==> src/rtl/nand3_selftest.sv <==
// nand3_selftest: sequences the eight input vectors of a 3-input NAND stage,
// compares each response y against ~(a&b&c) and records the mismatches.
//
// Parameters:
//   SETTLE     cycles each vector is driven before y is sampled (1..15)
// Ports:
//   clk        single clock, rising edge
//   reset_n    synchronous active-low reset
//   start      begin a run (from IDLE or DONE)
//   abort      cancel a run in progress
//   a, b, c    stimulus to the NAND stage, a is the MSB of the vector
//   y          response from the NAND stage
//   busy       run in progress (DRIVE or SAMPLE)
//   done       results of a completed run are held
//   pass       done with zero mismatches
//   err_count  mismatching vectors in the last run (0..8)
//   fail_map   bit k set when vector k mismatched
//
// Build option:
//   NAND3_SELFTEST_FAILMAP_EN  when defined, fail_map is a real register;
//                              otherwise it is tied to 8'h00.

module nand3_selftest #(
    parameter int unsigned SETTLE = 1
) (
    input  logic       clk,
    input  logic       reset_n,
    input  logic       start,
    input  logic       abort,
    output logic       a,
    output logic       b,
    output logic       c,
    input  logic       y,
    output logic       busy,
    output logic       done,
    output logic       pass,
    output logic [3:0] err_count,
    output logic [7:0] fail_map
);

    typedef enum logic [1:0] {
        IDLE,
        DRIVE,
        SAMPLE,
        DONE
    } state_t;

    // Last settle count value before moving on to SAMPLE.
    localparam logic [3:0] SETTLE_LAST = 4'(SETTLE - 1);

    state_t     state;
    logic [2:0] vec;
    logic [3:0] settle_cnt;

    logic       run_start;
    logic       run_abort;
    logic       expected;
    logic       mismatch;
    logic [3:0] err_next;

    // Only vector 7 (all ones) gives a low NAND output.
    assign expected  = ~(&vec);
    assign run_start = start &&
                       ((state == IDLE) || (state == DONE));
    assign run_abort = abort &&
                       ((state == DRIVE) || (state == SAMPLE));

    // y is only looked at in SAMPLE; any other state ignores it.
    assign mismatch  = (state == SAMPLE) && (y != expected);

    // At most eight increments from zero, so four bits never wrap.
    assign err_next  = err_count + {3'b000, mismatch};

    always_ff @(posedge clk) begin
        if (!reset_n) begin
            state      <= IDLE;
            vec        <= 3'd0;
            settle_cnt <= 4'd0;
            {a, b, c}  <= 3'b000;
            busy       <= 1'b0;
            done       <= 1'b0;
            pass       <= 1'b0;
            err_count  <= 4'd0;
        end else begin
            unique case (state)
                IDLE, DONE: begin
                    if (start) begin
                        state      <= DRIVE;
                        vec        <= 3'd0;
                        settle_cnt <= 4'd0;
                        {a, b, c}  <= 3'b000;
                        busy       <= 1'b1;
                        done       <= 1'b0;
                        pass       <= 1'b0;
                        err_count  <= 4'd0;
                    end
                end
                DRIVE: begin
                    if (abort) begin
                        state      <= IDLE;
                        vec        <= 3'd0;
                        settle_cnt <= 4'd0;
                        {a, b, c}  <= 3'b000;
                        busy       <= 1'b0;
                        err_count  <= 4'd0;
                    end else if (settle_cnt == SETTLE_LAST) begin
                        state      <= SAMPLE;
                        settle_cnt <= 4'd0;
                    end else begin
                        settle_cnt <= settle_cnt + 4'd1;
                    end
                end
                SAMPLE: begin
                    if (abort) begin
                        state      <= IDLE;
                        vec        <= 3'd0;
                        settle_cnt <= 4'd0;
                        {a, b, c}  <= 3'b000;
                        busy       <= 1'b0;
                        err_count  <= 4'd0;
                    end else begin
                        err_count <= err_next;
                        if (vec == 3'd7) begin
                            state     <= DONE;
                            {a, b, c} <= 3'b000;
                            busy      <= 1'b0;
                            done      <= 1'b1;
                            pass      <= (err_next == 4'd0);
                        end else begin
                            state     <= DRIVE;
                            vec       <= vec + 3'd1;
                            {a, b, c} <= vec + 3'd1;
                        end
                    end
                end
            endcase
        end
    end

`ifdef NAND3_SELFTEST_FAILMAP_EN
    logic [7:0] fail_map_q;

    always_ff @(posedge clk) begin
        if (!reset_n) begin
            fail_map_q <= 8'h00;
        end else if (run_start || run_abort) begin
            fail_map_q <= 8'h00;
        end else if (mismatch) begin
            fail_map_q[vec] <= 1'b1;
        end
    end

    assign fail_map = fail_map_q;
`else
    logic unused_ctl;

    assign unused_ctl = run_start ^ run_abort;
    assign fail_map   = 8'h00;
`endif

endmodule

==> config.mk <==
export PLATFORM = sky130hd
export DESIGN_NAME = nand3_selftest
export DESIGN_NICKNAME = d
export VERILOG_FILES = /design/src/rtl/nand3_selftest.sv
export SDC_FILE = /design/constraint.sdc
export NUM_CORES = 1
export LEC_CHECK = 0
export BUFFER_PORTS_ARGS = -buffer_cell sky130_fd_sc_hd__buf_2
export CORE_MARGIN = 2
export CORE_UTILIZATION = 35
export CTS_CLUSTER_SIZE = 8
export DETAILED_ROUTE_END_ITERATION = 10
export GPL_ROUTABILITY_DRIVEN = 0
export PLACE_DENSITY_LB_ADDON = 0.1
export SYNTH_ARGS = -nofsm -noshare
export SYNTH_HDL_FRONTEND = slang
export SYNTH_SLANG_ARGS = --single-unit
==> constraint.sdc <==
create_clock -name clk -period 7.3 [get_ports clk]
set_clock_uncertainty 0.15 [all_clocks]
set_input_delay 1.46 -clock clk [delete_from_list [all_inputs] [get_ports clk]]
set_output_delay 1.46 -clock clk [all_outputs]
set_load 0.02 [all_outputs]
* After elaboration in Yosys (flattened, before gate mapping)
Index checks and enable logic that the tools add are counted.
** Storage, ports and cells
- Output and inout port bits :: 18
- Bits in registers :: 19
- Input port bits :: 5
** Cells by class
- $add $sub $neg :: 3
- Eq/ne operators :: 13
- Bitwise operators :: 1
- Reduce and logical (&&, ||, !) cells :: 13
- Mux-type cells :: 39
** Operators with widths (number)
- $pmux 4 s3 :: 2
- $mux 4 :: 5
- $mux 1 :: 15
- $mux 3 :: 4
- $pmux 1 s3 :: 4
- $mux 2 :: 5
- $pmux 3 s3 :: 1
- $reduce_and 3->1 :: 3
- $logic_not 4->1 :: 2
- $ne 2x2->1 const B :: 4
- $ne 3x2->1 const B :: 2
- $pmux 2 s3 :: 1
- $reduce_and 2->1 :: 3
- $add 4x1->4 :: 1
- $add 4x1->4 const B :: 1
- $eq 2x2->1 const B :: 2
- $pmux 1 s2 :: 2
- $reduce_and 4->1 :: 1
- $add 3x1->3 const B :: 1
- $eq 3x3->1 const B :: 1
- $ne 3x3->1 const B :: 1
- $eq 2x1->1 const B :: 1
- $logic_not 2->1 :: 1
- $ne 2x1->1 const B :: 1
- 5 further kinds :: 5

* Longest topological paths before layout
- Depth after elaboration :: 9
- Mapped depth :: 9
- Mapped depth without buffers :: 9

* Least setup slack after synthesis
No wires, ideal clock.
- Path kind :: input to register
- Start :: input y
- End :: register pass
- Data required time :: 7063 ps
- Stages :: 6
- Arrival :: 2840 ps
- Library setup time :: 87 ps
- Path slack :: 4223 ps
- Cell sequence :: xnor2_1 -> and2_1 -> ha_1 -> ha_1 -> or4_1 -> o31ai_1
** On the way
- Cells in the longest elaborated chain, start to end :: 7
** Ends and longest elaborated chain
- start: declaration :: RTL line 33 : input logic y,
- $ne 1x1->1 :: RTL line 69 : assign mismatch = (state == SAMPLE) && (y != expected);
- $logic_and 1x1->1 :: RTL line 69
- $add 4x1->4 :: RTL line 72 : assign err_next = err_count + {3'b000, mismatch};
- $logic_not 4->1 :: RTL line 128 : pass <= (err_next == 4'd0);
- $mux 1 :: RTL line 123 : if (vec == 3'd7) begin
- $mux 1 :: RTL line 114 : if (abort) begin
- $pmux 1 s2 :: RTL line 85 : unique case (state)
- end signal: assignment :: RTL line 128
- end: declaration :: RTL line 36 : output logic pass,
Every way passes these cells. The select of a mux whose other input is x is not followed.
A chain may end at the register's enable or synchronous reset.

* Final worst setup path
Ends and elaborated chain as after synthesis.

==> flow_summary.toml <==
[worst_setup_path]
cp_max_fo = 2
cpMaxStageDelayCell = "or4_1"
critPathCaptureType = "flip-flop"
required_ns = 7.38
crit_arrival_ns = 3.04
critPathMaxStageDelay_ns = 0.53
worstSetupStartpointType = "primary input"
cpMostUsedCell = "ha_1"
worst-setup-path-type = "primary input to flip-flop"
path_cells = "buf_2, xnor2_1, and2_1, ha_1, ha_1, or4_1, o31ai_1"

[placed_design]
dp_hpwl_um = 1580
io_buffers = 14

[synth]
synth_area_per_cell_um2 = 8.14
synth.distinct_cells = 30
ys_warn_count = 0
synthAdderAreaFrac_pct = 9.84
synthMuxAreaShare_pct = 0
synth-xor-area-share_pct = 2.58
ys_seq_area_share_pct = 37.4
synth_top_family_by_area = "simple AND/OR/NAND/NOR gates"
synth_compound_area_share_pct = 16.5
synthTopCellsByArea = "dfxtp_1 (37%), ha_1 (9.8%), a21oi_1 (7.9%), nand3_1 (5.9%), buf_4 (5.9%)"
synthCells = 125
yosysMostFrequentCell = "dfxtp_1"
async_reset_ff_share_pct = 0
synthSimpleGateAreaFrac_pct = 24.5
synth_edf_count = 0
synth.cell_area_um2 = 1020
yosys.area.top_type_share_pct = 37.4
synth_ff_type = "dfxtp_1"
synth-seq-cells = 19
synth_commonest_cells = "dfxtp_1 (19), a21oi_1 (16), nand2_1 (15)"
synth_top_area_cell = "dfxtp_1"

[die]
die_w_um = 57.9
start_util_pct = 36.9
die-area_um2 = 3350
fp.dieH_um = 57.9
core_area_um2 = 2760
rows = 19
pin_count = 23

[sta]
setup_viol = 0
fin_setup_tns_ns = 0
min_period_ns = 2.96
hold_ws_ns = 0.307
fmax_mhz = 338
finalCritPeriodShare_pct = 40.5
slew_violations = 0
hold_viol_final = 0
grt_setup_unrepaired = "no"

[global_routing]
grt_first_pass_wirelength_um = 3560
grt_pass1_vias = 809
grt_remaining_overflow = 0
grtUsageTotal_pct = 13.5
antenna_found_initial = 0
grt_start_max_net_pins = 19

[pwr]
vdd_drop_max_uv = 104
pwr_density_cell_nw_per_um2 = 173
p_leak_nw = 0.479
total_power_mw = 0.192

[finish]
drive_gt1_share_pct = 15.7
n_antenna_cell = 0
nets = 154
final_core_util_pct = 40.3
area_growth_pct = 9.35

[route]
via_count = 860
vias_per_cell = 5.03
ant_nets = 0
drtPass1Iterations = 4
wl_um = 2070
wire_per_inst_um = 12.1
drt-initial-drc-count = 15
drc = 0

[run]
maxCapViolations = 0

[clocking]
clkTransAtPathRegs_ns = 0.12
cts_max_path_buffers = 2
cts_root_buffer = "clkbuf_4"
hold_buffers = 0
cts_resized = 0
clkLatencyLatePin_ns = 0.31
post_cts_buffers = 0
h-tree-depth = 1
cts_tree = "built"
numCtsBuffers = 3
clock-sinks = 19

[min_path]
hold_path.class = "flip-flop to flip-flop"

[run_status]
outcome = "completed"
-- stage by stage --
step                instances  setup slack [ns]  cell area [µm²]
global placement          167              4.07             1080
global route              171              4.27             1110
finish                    171              4.34             1110
CTS                       171              4.33             1110
detailed placement        167              4.01             1080
floorplan                 132              4.22             1040
-- worst max-delay path, delay by kind of cell --
family | cells | cell delay [ns]
adder cells (fa/ha/maj) | 2 | 0.49
buffers and inverters | 1 | 0.11
AND/OR/NAND/NOR | 2 | 0.69
XOR/XNOR | 1 | 0.11
AO/OA/AOI/OAI | 1 | 0.19
-- logic make-up after synthesis --
logic type,Yosys count
other,1
and+or+nand+nor,49
DFF,19
AOI/OAI and AO/OA,29
adders and majority gates,8
xor gates and xnor gates,3
buffers and inverters,16
-- final cells by class --
| type | count | area [µm²] |
|---|---|---|
| Multi-Input combinational cell | 97 | 573 |
| Fill cell | 293 | 1650 |
| Timing Repair Buffer | 14 | 70.1 |
| Inverter | 6 | 22.5 |
| Sequential cell | 19 | 380 |
| Clock inverter | 1 | 5.00 |
| Tap cell | 31 | 38.8 |
| Clock buffer | 3 | 22.5 |
-- where the power goes --
group,internal (mW),leakage (nW),switching [mW]
logic,0.00871,0.307,0.0215
clock network,0.0204,0.0177,0.0350
registers,0.106,0.154,0.00121
-- layout by cell type (no fill, tap or decap), types with 2 or more instances in the layout --
cell type and instances:
dfxtp_1 19, or4_1 2, nand2_1 15, conb_1 8, nor2_1 9, clkbuf_4 3, xnor2_1 2, nand3b_1 2
nor2b_1 2, ha_1 8, nand2b_1 2, nand3_1 12, a21oi_1 16, inv_1 5, buf_2 14, o21ai_0 6
-- sequential cells by signal, indices dropped and copies added, names as in the netlist --
register / cells
busy: 1
settle_cnt: 4
state: 2
done: 1
vec: 3
c: 1
err_count: 4
b: 1
a: 1
pass: 1
-- layer usage --
metal	GRT usage, %	wire length [µm]	vias up
li1	-	-	448
met3	2.68	75	4
met5	0	0	-
met2	21.1	901	21
met4	3.99	23	0
met1	18.8	1070	387
-- final timing paths --
check / startpoint / slack, ns / depth (start not counted) / endpoint
setup / recovery: y / 4.34 / 7 / pass$_SDFFE_PN0P_
hold / removal: b$_SDFFE_PN0P_ / 0.31 / 2 / b$_SDFFE_PN0P_
setup reg to reg: vec[0]$_SDFFE_PN0P_ / 4.75 / 8 / pass$_SDFFE_PN0P_
hold reg to reg: b$_SDFFE_PN0P_ / 0.31 / 2 / b$_SDFFE_PN0P_
No activity file was read; power rests on OpenSTA's default activity.
